`config.mk`:
```
export PLATFORM = sky130hd
export DESIGN_NAME = bloco_operacional_flat
export DESIGN_NICKNAME = d
export VERILOG_FILES = /design/src/rtl/bloco_operacional_if.sv /design/src/rtl/bloco_operacional.sv /design/src/flat_wrapper.sv
export SDC_FILE = /design/constraint.sdc
export NUM_CORES = 1
export LEC_CHECK = 0
export CAP_MARGIN = 20
export CORE_AREA = 2 2 176 178
export DETAILED_ROUTE_END_ITERATION = 8
export DIE_AREA = 0 0 178 180
export SYNTH_ARGS = -nofsm -noshare
export SYNTH_HDL_FRONTEND = slang
export SYNTH_SLANG_ARGS = --single-unit
```
`constraint.sdc`:
```
create_clock -name clk -period 7.9 [get_ports clk]
set_clock_uncertainty 0.2 [all_clocks]
set_input_delay 1.58 -clock clk [delete_from_list [all_inputs] [get_ports clk]]
set_output_delay 1.58 -clock clk [all_outputs]
set_load 0.01 [all_outputs]
```
`src/rtl/bloco_operacional_if.sv`:
```
// rtl/bloco_operacional_if.sv - command/status bundle between control unit and datapath
interface bloco_operacional_if #(
  parameter int DATA_W = 8,
  parameter int ADDR_W = 4
);
  logic [DATA_W-1:0] D_rdata;
  logic [DATA_W-1:0] D_wdata;
  logic [DATA_W-1:0] RF_W_data;
  logic              RF_s0;
  logic              RF_s1;
  logic [ADDR_W-1:0] RF_W_addr;
  logic [ADDR_W-1:0] RF_Rp_addr;
  logic [ADDR_W-1:0] RF_Rq_addr;
  logic              RF_W_wr;
  logic              RF_Rp_rd;
  logic              RF_Rq_rd;
  logic              RF_Rp_zero;
  logic              alu_s0;
  logic              alu_s1;
  logic              alu_c;
  logic              alu_v;

  modport master (
    output D_rdata, RF_W_data, RF_s0, RF_s1, RF_W_addr, RF_Rp_addr, RF_Rq_addr,
           RF_W_wr, RF_Rp_rd, RF_Rq_rd, alu_s0, alu_s1,
    input  D_wdata, RF_Rp_zero, alu_c, alu_v
  );

  modport slave (
    input  D_rdata, RF_W_data, RF_s0, RF_s1, RF_W_addr, RF_Rp_addr, RF_Rq_addr,
           RF_W_wr, RF_Rp_rd, RF_Rq_rd, alu_s0, alu_s1,
    output D_wdata, RF_Rp_zero, alu_c, alu_v
  );
endinterface

```
`src/rtl/bloco_operacional.sv`:
```
// rtl/bloco_operacional.sv - register file, write mux and ALU of the 6-instruction datapath
// Optional carry/overflow flag registers built when DATAPATH_FLAGS_EN is defined.
module bloco_operacional #(
  parameter int DATA_W = 8,
  parameter int ADDR_W = 4
) (
  input  logic                 clk,
  input  logic                 reset,
  bloco_operacional_if.slave   bus
);
  localparam int NREGS = 2 ** ADDR_W;

  logic [DATA_W-1:0] regs_q [NREGS];
  logic [DATA_W-1:0] regs_d [NREGS];
  logic [DATA_W-1:0] rp;
  logic [DATA_W-1:0] rq;
  logic [DATA_W-1:0] sum_w;
  logic [DATA_W-1:0] diff_w;
  logic [DATA_W-1:0] alu_res;
  logic [DATA_W-1:0] wr_data;

  always_comb begin
    rp     = bus.RF_Rp_rd ? regs_q[bus.RF_Rp_addr] : '0;
    rq     = bus.RF_Rq_rd ? regs_q[bus.RF_Rq_addr] : '0;
    sum_w  = rp + rq;
    diff_w = rp - rq;
    case ({bus.alu_s1, bus.alu_s0})
      2'b00:   alu_res = rp;
      2'b01:   alu_res = sum_w;
      2'b10:   alu_res = diff_w;
      default: alu_res = '0;
    endcase
    case ({bus.RF_s1, bus.RF_s0})
      2'b00:   wr_data = alu_res;
      2'b01:   wr_data = bus.D_rdata;
      2'b10:   wr_data = bus.RF_W_data;
      default: wr_data = '0;
    endcase
  end

  // Reads see regs_q only, so a same-cycle write never bypasses to the read ports.
  always_comb begin
    regs_d = regs_q;
    if (bus.RF_W_wr)
      regs_d[bus.RF_W_addr] = wr_data;
  end

  always_ff @(posedge clk or posedge reset) begin
    if (reset) begin
      for (int i = 0; i < NREGS; i++)
        regs_q[i] <= '0;
    end else begin
      regs_q <= regs_d;
    end
  end

  assign bus.D_wdata    = rp;
  assign bus.RF_Rp_zero = (rp == '0);

`ifdef DATAPATH_FLAGS_EN
  logic c_q, c_d;
  logic v_q, v_d;

  // Flags follow only ALU add/sub results that are actually written back.
  always_comb begin
    c_d = c_q;
    v_d = v_q;
    if (bus.RF_W_wr && !bus.RF_s1 && !bus.RF_s0) begin
      if ({bus.alu_s1, bus.alu_s0} == 2'b01) begin
        c_d = (sum_w < rp);
        v_d = (rp[DATA_W-1] == rq[DATA_W-1]) && (sum_w[DATA_W-1] != rp[DATA_W-1]);
      end else if ({bus.alu_s1, bus.alu_s0} == 2'b10) begin
        c_d = (rp < rq);
        v_d = (rp[DATA_W-1] != rq[DATA_W-1]) && (diff_w[DATA_W-1] != rp[DATA_W-1]);
      end
    end
  end

  always_ff @(posedge clk or posedge reset) begin
    if (reset) begin
      c_q <= 1'b0;
      v_q <= 1'b0;
    end else begin
      c_q <= c_d;
      v_q <= v_d;
    end
  end

  assign bus.alu_c = c_q;
  assign bus.alu_v = v_q;
`else
  assign bus.alu_c = 1'b0;
  assign bus.alu_v = 1'b0;
`endif
endmodule
```
`src/flat_wrapper.sv`:
```
// flat-port wrapper written by rule: the top's interface ports become plain ports
module bloco_operacional_flat 
#(
  parameter int DATA_W = 8,
  parameter int ADDR_W = 4
)
  (clk, reset, bus_D_rdata, bus_RF_W_data, bus_RF_s0, bus_RF_s1, bus_RF_W_addr, bus_RF_Rp_addr, bus_RF_Rq_addr, bus_RF_W_wr, bus_RF_Rp_rd, bus_RF_Rq_rd, bus_alu_s0, bus_alu_s1, bus_D_wdata, bus_RF_Rp_zero, bus_alu_c, bus_alu_v);
  bloco_operacional_if #(.DATA_W(DATA_W), .ADDR_W(ADDR_W)) bus_i ();
  input  logic clk;
  input  logic reset;
  input wire logic [$bits(bus_i.D_rdata)-1:0] bus_D_rdata;
  input wire logic [$bits(bus_i.RF_W_data)-1:0] bus_RF_W_data;
  input wire logic [$bits(bus_i.RF_s0)-1:0] bus_RF_s0;
  input wire logic [$bits(bus_i.RF_s1)-1:0] bus_RF_s1;
  input wire logic [$bits(bus_i.RF_W_addr)-1:0] bus_RF_W_addr;
  input wire logic [$bits(bus_i.RF_Rp_addr)-1:0] bus_RF_Rp_addr;
  input wire logic [$bits(bus_i.RF_Rq_addr)-1:0] bus_RF_Rq_addr;
  input wire logic [$bits(bus_i.RF_W_wr)-1:0] bus_RF_W_wr;
  input wire logic [$bits(bus_i.RF_Rp_rd)-1:0] bus_RF_Rp_rd;
  input wire logic [$bits(bus_i.RF_Rq_rd)-1:0] bus_RF_Rq_rd;
  input wire logic [$bits(bus_i.alu_s0)-1:0] bus_alu_s0;
  input wire logic [$bits(bus_i.alu_s1)-1:0] bus_alu_s1;
  output wire logic [$bits(bus_i.D_wdata)-1:0] bus_D_wdata;
  output wire logic [$bits(bus_i.RF_Rp_zero)-1:0] bus_RF_Rp_zero;
  output wire logic [$bits(bus_i.alu_c)-1:0] bus_alu_c;
  output wire logic [$bits(bus_i.alu_v)-1:0] bus_alu_v;
  assign bus_i.D_rdata = bus_D_rdata;
  assign bus_i.RF_W_data = bus_RF_W_data;
  assign bus_i.RF_s0 = bus_RF_s0;
  assign bus_i.RF_s1 = bus_RF_s1;
  assign bus_i.RF_W_addr = bus_RF_W_addr;
  assign bus_i.RF_Rp_addr = bus_RF_Rp_addr;
  assign bus_i.RF_Rq_addr = bus_RF_Rq_addr;
  assign bus_i.RF_W_wr = bus_RF_W_wr;
  assign bus_i.RF_Rp_rd = bus_RF_Rp_rd;
  assign bus_i.RF_Rq_rd = bus_RF_Rq_rd;
  assign bus_i.alu_s0 = bus_alu_s0;
  assign bus_i.alu_s1 = bus_alu_s1;
  assign bus_D_wdata = bus_i.D_wdata;
  assign bus_RF_Rp_zero = bus_i.RF_Rp_zero;
  assign bus_alu_c = bus_i.alu_c;
  assign bus_alu_v = bus_i.alu_v;
  bloco_operacional #(.DATA_W(DATA_W), .ADDR_W(ADDR_W)) u_core (.clk(clk), .reset(reset), .bus(bus_i));
endmodule
```
==> out/summary.txt, run 1 <==
DP HPWL -> 14900 um
Num CTS Buffers -> 17
Synth area leaders -> dfrtp_1, mux4_2, mux2i_1, a21oi_1, nor2_1
count of final setup violators -> 0
max cap viols -> 0
DRT Pass-1 Iters -> 5
std cell rows -> 64
initial antenna violation count -> 1
Area Overhead vs Synth -> 16.6%
slew margin rel. -> 23.3%
Placement Cell Area -> 8390 um^2
ys flop type -> dfrtp_1
min cycle time layout -> 6820 ps
crit-path cells -> clkdlybuf4s50_1 > buf_4 > mux4_2 > mux4_2 > and2_1 > nor4_1 > and4_1 > clkdlybuf4s50_1
switching pwr -> 0.738 mW
Hold Buf Count CTS -> 0
starting DRC count in detailed routing -> 337
final hold violations -> 0
share of cells above drive strength 1 -> 15.3%
Avg Cell Area, Syn -> 10.3 um^2
ys async rst share -> 100%
# Post-CTS Setup Buffers -> 0
largest net degree at the start of global routing -> 69
Synth Instances -> 754
nets -> 822
Design Area, Final -> 9030 um^2
worst-skew pair later-pin latency -> 420 ps
sw frac -> 31.0%
final wirelength -> 20800 um
Req. time, crit path -> 6120 ps
CTS H-tree lvls -> 4
outcome -> finished, final reports clean
Top-Level Pins -> 48
Most flops, register -> u_core.regs_q
Worst path max stage delay -> 1150 ps
min-delay worst type -> reg2reg
P_int -> 1.65 mW
Slew Viols, Final -> 0
fmax -> 147 MHz
Power Density -> 264 nW/um^2
Combinational Power Share -> 26.5%
Distinct cells, synth -> 58
Worst Tran Pin Value -> 1150 ps
max reg flops -> 128
Die Y -> 180 um
CP endpoint kind -> primary output
number of global-route vias before repair -> 5765
ant diodes -> 0
total gr overflow -> 0
Worst Setup Start Kind -> input pin
Avg WL per Cell -> 17.6 um
unrepaired setup endpoints after global routing -> no
Initial Util -> 25.7%
Clock Sinks -> 128
Top Registers -> u_core.regs_q (128)
core area -> 30200 um^2
Vias/cell -> 4.97
Commonest cells post-synth -> dfrtp_1, nor2_1, a21oi_1, nand2_1, o21ai_0
post-cts sizing count -> 0
gr usage total -> 13.2%
Yosys warning count -> 0
most common cell in the synthesized netlist -> dfrtp_1
Post-synth EDFFs -> 0
P_leak -> 3.72 nW
critical path arrival -> 5040 ps
CTS root buffer -> clkbuf_16
Seq cells post-synth -> 128
Antenna Nets Post-Route -> 0
CTS tree -> built
setup tns final -> 0 ps
clock slew at the register clock pins of the worst setup and hold paths -> 60 ps
post-synth top area cell -> dfrtp_1
DP Cell Count -> 1147
Die W -> 178 um
gpl congestion -> 0.819
die footprint -> 32000 um^2
slowest CP cell -> clkdlybuf4s50_1
Worst Path Max Fanout -> 18
Peak supply drop -> 0.000119 V
sequential share of power -> 39.2%
PortBufs -> 45
CTS max path bufs -> 2
via count -> 5879
fin crit share -> 86.3%
Synth top area share -> 41.4%
Clock Power Share -> 34.4%
global-route wire length before repair -> 33200 um
final cell count without fillers -> 1182
DRC viols -> 0
Cell Area, Synth -> 7740 um^2
Setup Crit Path Kind -> in2out
post-synthesis sequential area ratio -> 41.4%
-- cell usage in the layout, fill, tap and decap left out, types with 6 or more instances in the layout --
cell,netlist,layout
dfrtp_1,128,128
nor2_1,100,100
a21oi_1,78,78
nand2_1,71,71
o21ai_0,61,61
mux2i_1,51,51
mux4_2,45,45
clkdlybuf4s50_1,0,43
a22oi_1,24,24
clkbuf_16,0,17
buf_4,11,16
inv_1,12,11
ha_1,11,11
o21ai_1,7,7
and2_1,7,7
nand3_1,7,7
o31ai_1,7,7
xnor2_1,6,6
nor2b_1,6,6
a21oi_2,6,6
-- path summary, 6_finish.rpt --
kind / start / end / slack [ps] / cells past startpoint
min: u_core.regs_q[24] / u_core.regs_q[24] / 300 / 2
max reg2reg: u_core.regs_q[96] / u_core.regs_q[62] / 3080 / 17
max in group asynchronous: reset / u_core.regs_q[91] / 4640 / 3
max: bus_RF_Rp_addr[1] / bus_RF_Rp_zero / 1080 / 8
min reg2reg: u_core.regs_q[24] / u_core.regs_q[24] / 300 / 2
min in group asynchronous: reset / u_core.regs_q[32] / 1510 / 2
-- per-stage QoR --
stage,worst slack [ps],power [mW],hold slack [ps],util (%)
2_1_floorplan,2530,1.39,259,-
3_3_place_gp,964,1.55,278,27.8
3_5_place_dp,840,1.57,288,27.8
4_1_cts,1060,2.39,301,29.8
5_1_grt,811,2.51,328,29.9
6_report,1080,2.38,301,29.9
-- logic make-up after synthesis --
kind of cell,Yosys count,synth area share [%]
XOR/XNOR,10,1.23
flip-flops,128,41.4
adder cells (fa/ha/maj),12,2.04
AND/OR/NAND/NOR,220,12.6
AO/OA/AOI/OAI,209,16.5
multiplexers,100,20.6
buffers and inverters,74,5.67
other,1,0.0484
-- power groups by stage --
stage	clock, mW	combinational, mW	sequential (mW)
final	0.819	0.631	0.933
after global routing	0.857	0.703	0.950
after CTS	0.824	0.634	0.928
after detailed placement	0	0.631	0.937
after global placement	0	0.614	0.932
after floorplan	0	0.494	0.892
-- critical path: cells and delay by family --
kind / cells / cell delay (ps)
muxes: 2 / 790
buffers and inverters: 3 / 2000
and+or+nand+nor: 3 / 650
-- metal layers --
metal	global-route usage [%]	vias to the layer above	share of wire (%)
met5	0	-	0.062
met4	5.02	2	2.2
met3	2.33	37	4.6
met2	21.6	145	48
met1	17.3	2928	45
li1	-	2767	-
-- area by class of cell --
class,instances,area [um^2]
Multi-Input combinational cell,553,4110
Clock inverter,9,130
Inverter,12,47.5
Tap cell,396,495
Fill cell,3106,21200
Clock buffer,23,488
Timing Repair Buffer,61,561
Sequential cell,128,3200
Power figures use the tool's default switching activity.
==> run 2: changes to the inputs <==
- CORE_AREA: 2 2 176 178 -> 2 2 161 195
- DIE_AREA: 0 0 178 180 -> 0 0 163 197
==> run 2 against run 1 <==
Against the previous run:
- global-route usage about the same
- register-to-register slack improved by 50 ps
- total power shrank 1.3%
- cell count about the same
- critical endpoint unchanged
- largest cell class unchanged
- largest power group unchanged
==> out/summary.txt, run 2 (synthesis results as in run 1) <==
outcome -> finished, final reports clean
Setup Crit Path Kind -> in2out
Die Y -> 197 um
# Post-CTS Setup Buffers -> 0
DP HPWL -> 14700 um
DRC viols -> 0
global-route wire length before repair -> 32900 um
Worst Setup Start Kind -> input pin
max cap viols -> 0
min cycle time layout -> 6760 ps
hold path cells -> 2
CP bufs+invs -> 3
P_leak -> 3.71 nW
Area Overhead vs Synth -> 16.4%
setup tns final -> 0 ps
Placement Cell Area -> 8390 um^2
CTS root buffer -> clkbuf_16
initial antenna violation count -> 0
nets -> 821
slew margin rel. -> 27.7%
gpl congestion -> 0.810
Most flops, register -> u_core.regs_q
Worst Path Max Fanout -> 18
PortBufs -> 45
Slew Viols, Final -> 0
gr usage total -> 13.2%
Design Area, Final -> 9010 um^2
critical path arrival -> 4980 ps
CTS tree -> built
most common cell after layout, fill and taps aside -> dfrtp_1
worst-skew pair later-pin latency -> 410 ps
Peak supply drop -> 0.000157 V
final wirelength -> 20400 um
fmax -> 148 MHz
Worst path depth -> 8
Hold Worst Slack -> 303 ps
Fillers -> 3117
starting DRC count in detailed routing -> 360
slowest CP cell -> clkdlybuf4s50_1
post-cts sizing count -> 0
Clock Sinks -> 128
DRT Pass-1 Iters -> 4
min-delay worst type -> reg2reg
Worst path max stage delay -> 1150 ps
die footprint -> 32100 um^2
total gr overflow -> 0
critical path's top delay family -> buffers and inverters
fin crit share -> 85.5%
most frequent cells in the layout -> dfrtp_1, nor2_1, a21oi_1, nand2_1, o21ai_0
Hold Buf Count CTS -> 0
via count -> 5746
Top-Level Pins -> 48
Die W -> 163 um
Reg2Reg Depth -> 17
Num CTS Buffers -> 17
number of global-route vias before repair -> 5716
CTS max path bufs -> 2
largest net degree at the start of global routing -> 70
Worst Tran Pin Value -> 1080 ps
std cell rows -> 70
Power Density -> 261 nW/um^2
Vias/cell -> 4.87
CP endpoint kind -> primary output
clock slew at the register clock pins of the worst setup and hold paths -> 60 ps
Top Registers -> u_core.regs_q (128)
unrepaired setup endpoints after global routing -> no
share of cells above drive strength 1 -> 15.4%
final hold violations -> 0
Req. time, crit path -> 6120 ps
core area -> 30200 um^2
ant diodes -> 0
CTS H-tree lvls -> 4
Initial Util -> 25.6%
count of final setup violators -> 0
max reg flops -> 128
Antenna Nets Post-Route -> 0
crit-path cells -> clkdlybuf4s50_1 > buf_4 > mux4_2 > mux4_2 > and2_1 > nor4_1 > and4_1 > clkdlybuf4s50_1
Avg WL per Cell -> 17.3 um
==> run 2: cell types whose count changed in the layout (fill, tap and decap cells not counted), sizes merged <==
cell	change
clkinvlp	-1
clkinv	+1
inv	+5
bufinv	-1
clkbuf	-4
buf	-1
==> run 2: worst register-to-register path, cell delays in order (launching register included) <==
cell	delay (ps)
dfrtp_1	400
mux4_1	520
mux2i_1	190
nor2_1	60
a31oi_1	380
ha_1	320
nor2_1	80
a21oi_1	70
fa_1	440
nor2b_1	120
o21ai_0	100
a21boi_0	240
o21ai_0	140
and4_1	220
o31ai_1	220
a21oi_1	110
a21oi_2	570
o21ai_0	210
==> run 2: through the flow <==
stage | power [mW] | worst slack (ps) | cells | util [%]
after floorplan | 1.39 | 2530 | 755 | -
after global placement | 1.54 | 1160 | 1146 | 27.7
after detailed placement | 1.56 | 1010 | 1147 | 27.8
after CTS | 2.37 | 1140 | 1179 | 29.8
after global routing | 2.49 | 936 | 1181 | 29.8
final | 2.35 | 1140 | 1181 | 29.8
==> run 2: metal layers <==
metal  vias up  GRT usage (%)  routed length, um  share of wire [%]
met5         -              0                  0                  0
met4         0           4.56                470                2.3
met3        28           1.98                734                3.6
met2       135           22.8              10200                 50
met1      2825           16.8               8930                 44
li1       2758              -                  -                  -
==> run 2: path summary, 6_finish.rpt <==
kind,start,endpoint,slack [ps]
worst max-delay path,bus_RF_Rp_addr[1],bus_RF_Rp_zero,1140
worst max register to register,u_core.regs_q[72],u_core.regs_q[62],3130
min in group asynchronous,reset,u_core.regs_q[15],1460
worst min-delay path,u_core.regs_q[56],u_core.regs_q[56],300
max in group asynchronous,reset,u_core.regs_q[70],4640
worst min register to register,u_core.regs_q[56],u_core.regs_q[56],300
==> run 2: power breakdown <==
part	internal, mW	switching (mW)
clock	0.488	0.310
sequential	0.806	0.121
combinational	0.310	0.317
total	1.60	0.748
==> run 2: final cells by class <==
| type | instances | area (um^2) | area share (%) |
|---|---|---|---|
| inverters | 12 | 47.5 | 0.527 |
| clock inverters | 13 | 151 | 1.68 |
| well taps | 396 | 495 | 5.50 |
| repair buffers | 60 | 557 | 6.18 |
| multi-input cells | 553 | 4110 | 45.6 |
| clock buffers | 19 | 453 | 5.02 |
| flip-flops and latches | 128 | 3200 | 35.5 |
==> run 3: changes to the inputs <==
- HOLD_SLACK_MARGIN: not set -> 0.1
- MAX_ROUTING_LAYER: not set -> met4
==> run 3 against run 2 <==
Against the previous run:
- die area unchanged
- highest routed layer unchanged
- largest power group unchanged
- flip-flop and latch count unchanged
- register-to-register slack better by 20 ps
- via count about the same
- cell count unchanged
==> out/summary.txt, run 3 (synthesis results as in run 1) <==
Clock Sinks -> 128
count of final setup violators -> 0
Die W -> 163 um
Setup Crit Path Kind -> in2out
std cell rows -> 70
CTS H-tree lvls -> 4
Die Y -> 197 um
total gr overflow -> 0
initial antenna violation count -> 0
CTS tree -> built
setup tns final -> 0 ps
Power Density -> 261 nW/um^2
Area Overhead vs Synth -> 16.4%
ant diodes -> 0
most common cell after layout, fill and taps aside -> dfrtp_1
DRT Pass-1 Iters -> 5
slowest CP cell -> clkdlybuf4s50_1
max cap viols -> 0
nets -> 821
Fillers -> 3117
outcome -> finished, final reports clean
Antenna Nets Post-Route -> 0
area occupied by multi-input gates -> 4110 um^2
Req. time, crit path -> 6120 ps
Worst path max stage delay -> 1160 ps
die footprint -> 32100 um^2
Worst Path Max Fanout -> 18
gr usage total -> 13.6%
starting DRC count in detailed routing -> 351
global-route wire length before repair -> 32900 um
Most flops, register -> u_core.regs_q
Num CTS Buffers -> 17
via count -> 5747
critical path arrival -> 4970 ps
# Post-CTS Setup Buffers -> 0
CP endpoint kind -> primary output
number of global-route vias before repair -> 5704
final hold violations -> 0
P_leak -> 3.71 nW
share of cells above drive strength 1 -> 15.4%
Vias/cell -> 4.87
worst-skew pair later-pin latency -> 410 ps
post-cts sizing count -> 0
Worst Setup Start Kind -> input pin
max reg flops -> 128
Worst Tran Pin Value -> 1060 ps
fmax -> 148 MHz
Hold Buf Count CTS -> 0
most frequent cells in the layout -> dfrtp_1, nor2_1, a21oi_1, nand2_1, o21ai_0
Tot Pwr -> 2.35 mW
largest net degree at the start of global routing -> 70
Top-Level Pins -> 48
fin crit share -> 85.4%
Top Registers -> u_core.regs_q (128)
FF+latch area -> 3200 um^2
CTS root buffer -> clkbuf_16
CTS max path bufs -> 2
gpl congestion -> 0.822
DRC viols -> 0
unrepaired setup endpoints after global routing -> no
min-delay worst type -> reg2reg
Peak supply drop -> 0.000157 V
Initial Util -> 25.6%
PortBufs -> 45
slew margin rel. -> 28.9%
min cycle time layout -> 6750 ps
final wirelength -> 20300 um
clock slew at the register clock pins of the worst setup and hold paths -> 60 ps
Avg WL per Cell -> 17.2 um
Slew Viols, Final -> 0
core area -> 30200 um^2
DP HPWL -> 14700 um
crit-path cells -> clkdlybuf4s50_1 > buf_4 > mux4_2 > mux4_2 > and2_1 > nor4_1 > and4_1 > clkdlybuf4s50_1
-- run 3: cell counts in the layout (fill, tap and decap cells not counted) --
Identical to the previous run, type by type.
-- run 3: final cells by class --
type | count | share of cell area, %
Clock buffer | 19 | 5.02
Multi-Input combinational cell | 553 | 45.6
Clock inverter | 13 | 1.68
Inverter | 12 | 0.527
Tap cell | 396 | 5.50
Sequential cell | 128 | 35.5
Timing Repair Buffer | 60 | 6.18
-- run 3: layer usage --
layer	wire [um]	global-route usage (%)	vias to the layer above
met4	491	4.56	0
li1	-	-	2766
met1	8830	16.8	2805
met2	10200	22.7	144
met5	0	-	-
met3	783	2.08	32
-- run 3: power breakdown --
part           switching (mW)  internal (mW)
registers               0.122          0.806
logic                   0.316          0.310
clock network           0.312          0.488
-- run 3: worst max-delay path, delay by kind of cell --
family | cells | cell delay, ps
buffers and inverters | 3 | 1990
multiplexers | 2 | 780
AND/OR/NAND/NOR | 3 | 600
-- run 3: worst paths after layout --
check,from,slack (ps),depth (start not counted),to
worst max register to register,u_core.regs_q[96],3150,17,u_core.regs_q[62]
worst max-delay path,bus_RF_Rp_addr[1],1150,8,bus_RF_Rp_zero
worst min register to register,u_core.regs_q[56],300,2,u_core.regs_q[56]
worst min-delay path,u_core.regs_q[56],300,2,u_core.regs_q[56]
min in group asynchronous,reset,1460,2,u_core.regs_q[15]
max in group asynchronous,reset,4630,3,u_core.regs_q[70]
-- run 3: through the flow --
step	instance area, um^2	utilization (%)	hold slack [ps]	cells	worst slack (ps)
final	9010	29.8	302	1181	1150
after global routing	9010	29.8	328	1181	936
after CTS	8990	29.8	305	1179	1140
after detailed placement	8390	27.8	291	1147	1010
after global placement	8380	27.7	280	1146	1160
after floorplan	7750	-	259	755	2530
==> RTL edit 1: new RTL, settings of run 1 <==
`DATA_W` is set to 8 in 3 places; all go to 6.
--- a/src/rtl/bloco_operacional_if.sv
+++ b/src/rtl/bloco_operacional_if.sv
@@ -1,6 +1,6 @@
 // rtl/bloco_operacional_if.sv - command/status bundle between control unit and datapath
 interface bloco_operacional_if #(
-  parameter int DATA_W = 8,
+  parameter int DATA_W = 6,
   parameter int ADDR_W = 4
 );
   logic [DATA_W-1:0] D_rdata;
--- a/src/rtl/bloco_operacional.sv
+++ b/src/rtl/bloco_operacional.sv
@@ -1,7 +1,7 @@
 // rtl/bloco_operacional.sv - register file, write mux and ALU of the 6-instruction datapath
 // Optional carry/overflow flag registers built when DATAPATH_FLAGS_EN is defined.
 module bloco_operacional #(
-  parameter int DATA_W = 8,
+  parameter int DATA_W = 6,
   parameter int ADDR_W = 4
 ) (
   input  logic                 clk,
--- a/src/flat_wrapper.sv
+++ b/src/flat_wrapper.sv
@@ -1,7 +1,7 @@
 // flat-port wrapper written by rule: the top's interface ports become plain ports
 module bloco_operacional_flat 
 #(
-  parameter int DATA_W = 8,
+  parameter int DATA_W = 6,
   parameter int ADDR_W = 4
 )
   (clk, reset, bus_D_rdata, bus_RF_W_data, bus_RF_s0, bus_RF_s1, bus_RF_W_addr, bus_RF_Rp_addr, bus_RF_Rq_addr, bus_RF_W_wr, bus_RF_Rp_rd, bus_RF_Rq_rd, bus_alu_s0, bus_alu_s1, bus_D_wdata, bus_RF_Rp_zero, bus_alu_c, bus_alu_v);
Ports: changed (resized bus_D_rdata, bus_D_wdata and bus_RF_W_data); port bits go from 48 to 42. The function was not compared with the original's and may differ.
==> RTL edit 1 against run 1 <==
- total power shrank 29%
- first-iteration DRC count up 33%
- sequential power down 22%
- area after synthesis is 21% lower
- worst setup slack improved by 150 ps
- routed wire length decreased by 16%
- hold slack better by 4.5 ps
- design area decreased by 21%
- sequential cell count is 32 lower
- critical path depth down 1
- critical endpoint unchanged
==> RTL edit 1: results (changes against run 1) <==
Power and ir drop
  • Worst supply voltage drop on vdd: 0.0980 mV (-17%)
  • Static leakage power: 2.87 nW (-23%)

Global route
  • Total Routing Usage GR: 11.0% (-2.2 points)
  • Wire length of the first global-routing pass: 27.6 mm (-17%)
  • Via count of the first global-routing pass: 4,660 (-19%)

Clock network
  • Max H-tree Level: 3 (-1)
  • TritonCTS Buffers: 9 (-8)

Place
  • Input/output buffers: 39 (-13%)
  • Count of placed standard cells including taps: 1,003 (-13%)
  • Final estimated routing congestion in global placement: 0.818 (-0.13%)
  • Placed inst area: 6860 um^2 (-18%)

Setup path
  • Crit path max fanout: 13 (-5)
  • Cells on worst reg2reg path: 15 (-2)
  • Reg-to-reg critical path endpoint: u_core.regs_q[82]
  • Source of the critical timing path: bus_RF_Rp_addr[2]
  • Arrival @ worst endpoint: 4890 ps (-150 ps)
  • Flop2flop setup slack: 3900 ps (+820 ps)
  • Critical R2R Launch: u_core.regs_q[43]

Outcome
  • Run status: complete, no violations

Logic synthesis
  • Post-synthesis sequential area ratio: 39.4% (-2.0 points)
  • Cell types with the highest counts after synthesis: sky130_fd_sc_hd__dfrtp_1 (96), sky130_fd_sc_hd__nor2_1 (80), sky130_fd_sc_hd__nand2_1 (55), sky130_fd_sc_hd__a21oi_1 (50), sky130_fd_sc_hd__mux4_2 (38)

Cells and area
  • Regs by FF count: u_core.regs_q x96
  • Fraction of final layout cells with drive strength greater than 1: 15.1% (-0.18 points)
  • Post-layout net count: 661 (-20%)

Route
  • DRC marker count from the first detailed-route iteration: 449 (+33%)
  • Post-Route WL: 17.6 mm (-16%)

Hold path
  • Worst hold path startpoint: u_core.regs_q[18]

Timing
  • Slew margin rel.: 27.0% (+3.7 points)
==> RTL edit 1: cell type report <==
class	count	area, um^2
multi-input cells	441	3410
fillers	3232	23000
repair buffers	55	500
inverters	15	58.8
flip-flops and latches	96	2400
clock buffers	14	264
clock inverters	2	13.8
well taps	396	495
==> RTL edit 1: worst min-delay path by stage <==
stage	depth (start not counted)	slack (ps)	endpoint
CTS	2	310	u_core.regs_q[70]
finish	2	310	u_core.regs_q[18]
global placement	2	280	u_core.regs_q[82]
detailed placement	2	290	u_core.regs_q[82]
floorplan	2	260	u_core.regs_q[20]
global route	2	330	u_core.regs_q[70]
==> RTL edit 1: metal layers <==
| metal | part of all wire (%) | GRT usage (%) |
|---|---|---|
| met1 | 45 | 15.3 |
| met2 | 47 | 17.4 |
| met3 | 5.6 | 1.82 |
| met4 | 1.8 | 3.34 |
| met5 | 0 | 0 |
==> RTL edit 1: power by group <==
group,switching [mW],internal [mW]
sequential,0.112,0.616
clock,0.190,0.232
combinational,0.273,0.282
==> RTL edit 1: kinds of logic after synthesis <==
family / synth area share [%]
and+or+nand+nor: 13.7
buffers and inverters: 4.90
xor gates and xnor gates: 1.37
adders and majority gates: 2.17
DFF: 39.4
other: 0.0614
muxes: 23.0
AOI/OAI and AO/OA: 15.4
==> RTL edit 1: per-stage QoR <==
stage / setup slack (ps) / util, % / hold WS (ps) / total power, mW
after floorplan: 2090 / - / 262 / 1.11
after global placement: 1320 / 22.7 / 280 / 1.27
after detailed placement: 1240 / 22.7 / 293 / 1.28
after CTS: 1240 / 23.7 / 312 / 1.70
after global routing: 1060 / 23.7 / 332 / 1.80
final: 1230 / 23.7 / 306 / 1.70
==> RTL edit 1: critical path, stage by stage <==
cell                              delay, ps
sky130_fd_sc_hd__clkdlybuf4s50_1        930
sky130_fd_sc_hd__mux4_2                 420
sky130_fd_sc_hd__mux4_2                 510
sky130_fd_sc_hd__and2_1                 210
sky130_fd_sc_hd__or4_1                  520
sky130_fd_sc_hd__nor3_1                 150
sky130_fd_sc_hd__clkdlybuf4s50_1        560
==> RTL edit 2: new RTL, settings of run 1 <==
Made on the original files. The option `DATAPATH_FLAGS_EN` is turned on by a define.
--- a/src/rtl/bloco_operacional.sv
+++ b/src/rtl/bloco_operacional.sv
@@ -1,5 +1,7 @@
 // rtl/bloco_operacional.sv - register file, write mux and ALU of the 6-instruction datapath
 // Optional carry/overflow flag registers built when DATAPATH_FLAGS_EN is defined.
+`define DATAPATH_FLAGS_EN
+
 module bloco_operacional #(
   parameter int DATA_W = 8,
   parameter int ADDR_W = 4
Formal check against the unedited RTL: not equivalent (Yosys sat finds a counterexample within 4 cycles, from zero or initial values and one cycle with reset high).
==> RTL edit 2 against run 1 <==
- register-to-register slack better by 30 ps
- routed wire length up 20%
- maximum frequency up 0.27%
- sequential power down 6.1%
- non-clock buffer count up 1
- worst setup slack better by 18 ps
- design area up 6.8%
- area after synthesis up 7.3%
- total power down 8.1%
- sequential cell count up 2
- global-route usage up 2.7 points
==> RTL edit 2: results (changes against run 1) <==
Place
  • Input/output buffers: 47 (+4.4%)
  • Final estimated routing congestion in global placement: 0.882 (+7.7%)
  • DP HPWL: 17.0 mm (+14%)
  • Count of placed standard cells including taps: 1,213 (+5.8%)
  • Placed inst area: 9080 um^2 (+8.2%)

Global route
  • Via count of the first global-routing pass: 6,585 (+14%)
  • Pin count of the biggest net entering global routing: 72 (+4.3%)
  • Total Routing Usage GR: 15.9% (+2.7 points)

Setup path
  • Reg-to-reg critical path endpoint: u_core.regs_q[7]
  • Capturing element of the worst setup path: u_core.regs_q[94]
  • Critical R2R Launch: u_core.regs_q[106]
  • Cells on worst reg2reg path: 11 (-6)
  • Source of the critical timing path: bus_RF_Rq_addr[3]
  • Flop2flop setup slack: 3110 ps (+30 ps)
  • Crit path max fanout: 16 (-2)
  • Arrival @ worst endpoint: 6850 ps (+1810 ps)
  • Crit path largest cell delay: 950 ps (-200 ps)

Route
  • Mean routed wirelength per cell: 20.1 um (+14%)
  • Sum of routed wire segments on met1: 10.8 mm (+15%)
  • Vias per cell: 5.27 (+5.9%)
  • DRC marker count from the first detailed-route iteration: 766 (+130%)
  • Met3 WL post-DR: 1.45 mm (+51%)
  • Post-Route WL: 25.0 mm (+20%)
  • Wire length on met2: 12.1 mm (+21%)

Clock network
  • Max H-tree Level: 4 (unchanged)
  • Post-CTS setup buffers: 0 (unchanged)

Logic synthesis
  • Synth top area cells: sky130_fd_sc_hd__dfrtp_1 (39%), sky130_fd_sc_hd__mux4_2 (14%), sky130_fd_sc_hd__nand2_1 (7.9%)
  • Cell types with the highest counts after synthesis: sky130_fd_sc_hd__nand2_1 (174), sky130_fd_sc_hd__dfrtp_1 (130), sky130_fd_sc_hd__o21ai_0 (119), sky130_fd_sc_hd__mux4_2 (53), sky130_fd_sc_hd__inv_1 (30)
  • Post-synthesis sequential area ratio: 39.1% (-2.2 points)
  • Post-Syn Instances: 813 (+7.8%)
  • Number of distinct library cells after synthesis: 69 (+19%)

Cells and area
  • Fraction of final layout cells with drive strength greater than 1: 15.9% (+0.63 points)
  • Post-layout net count: 900 (+9.5%)
  • Sequential cell area: 3250 um^2 (+1.6%)

Timing
  • Slew margin rel.: 32.6% (+9.3 points)

Power and ir drop
  • Worst supply voltage drop on vdd: 0.167 mV (+41%)
  • Static leakage power: 4.14 nW (+11%)

Hold path
  • Class of the tightest hold or removal check: reg2reg

Outcome
  • Run status: complete, no violations
## RTL edit 2: critical path: cells and delay by family
family / cells / cell delay [ps]
AO/OA/AOI/OAI: 7 / 2580
buffers and inverters: 3 / 1630
adder cells (fa/ha/maj): 1 / 420
AND/OR/NAND/NOR: 2 / 410
multiplexers: 1 / 230
## RTL edit 2: metal layers
metal / vias up / global-route usage, %
met5: - / 0
met4: 2 / 5.18
met3: 47 / 3.79
met2: 238 / 26.6
met1: 3242 / 20.2
li1: 3034 / -
## RTL edit 2: cell families after synthesis
family          after synthesis  synth area share, %
mux                          93                 21.6
compound gates              211                 16.1
simple gates                259                 13.6
fa+ha+maj                    26                 4.10
xor+xnor                      5                0.527
buf+inv                      89                 4.92
flops                       130                 39.1
## RTL edit 2: cell type report
| cell class | instances | share of cell area (%) |
|---|---|---|
| repair buffers | 62 | 5.89 |
| diodes | 1 | 0.0259 |
| clock buffers | 23 | 4.95 |
| inverters | 32 | 1.27 |
| clock inverters | 8 | 0.830 |
| flip-flops and latches | 130 | 33.7 |
| multi-input cells | 594 | 48.2 |
| well taps | 396 | 5.14 |
## RTL edit 2: where the power goes
group          internal, mW  total, mW  switching, mW
clock                 0.455      0.744          0.289
combinational         0.278      0.571          0.293
sequential            0.784      0.876         0.0920
total                  1.52       2.19          0.674
## RTL edit 2: worst min path at each step
stage	from	to	slack, ps	cells after the start
2_1_floorplan	u_core.regs_q[33]	u_core.regs_q[33]	260	2
3_3_place_gp	u_core.regs_q[116]	u_core.regs_q[116]	270	2
3_5_place_dp	u_core.regs_q[10]	u_core.regs_q[10]	290	2
4_1_cts	u_core.regs_q[10]	u_core.regs_q[10]	300	2
5_1_grt	u_core.regs_q[36]	u_core.regs_q[36]	330	2
6_report	u_core.regs_q[10]	u_core.regs_q[10]	300	2
## RTL edit 2: stage by stage
stage	power [mW]	hold WS (ps)	worst slack (ps)
6_report	2.19	299	1100
5_1_grt	2.31	329	824
4_1_cts	2.20	298	1220
3_3_place_gp	1.43	272	941
3_5_place_dp	1.45	286	804
2_1_floorplan	1.27	258	1420
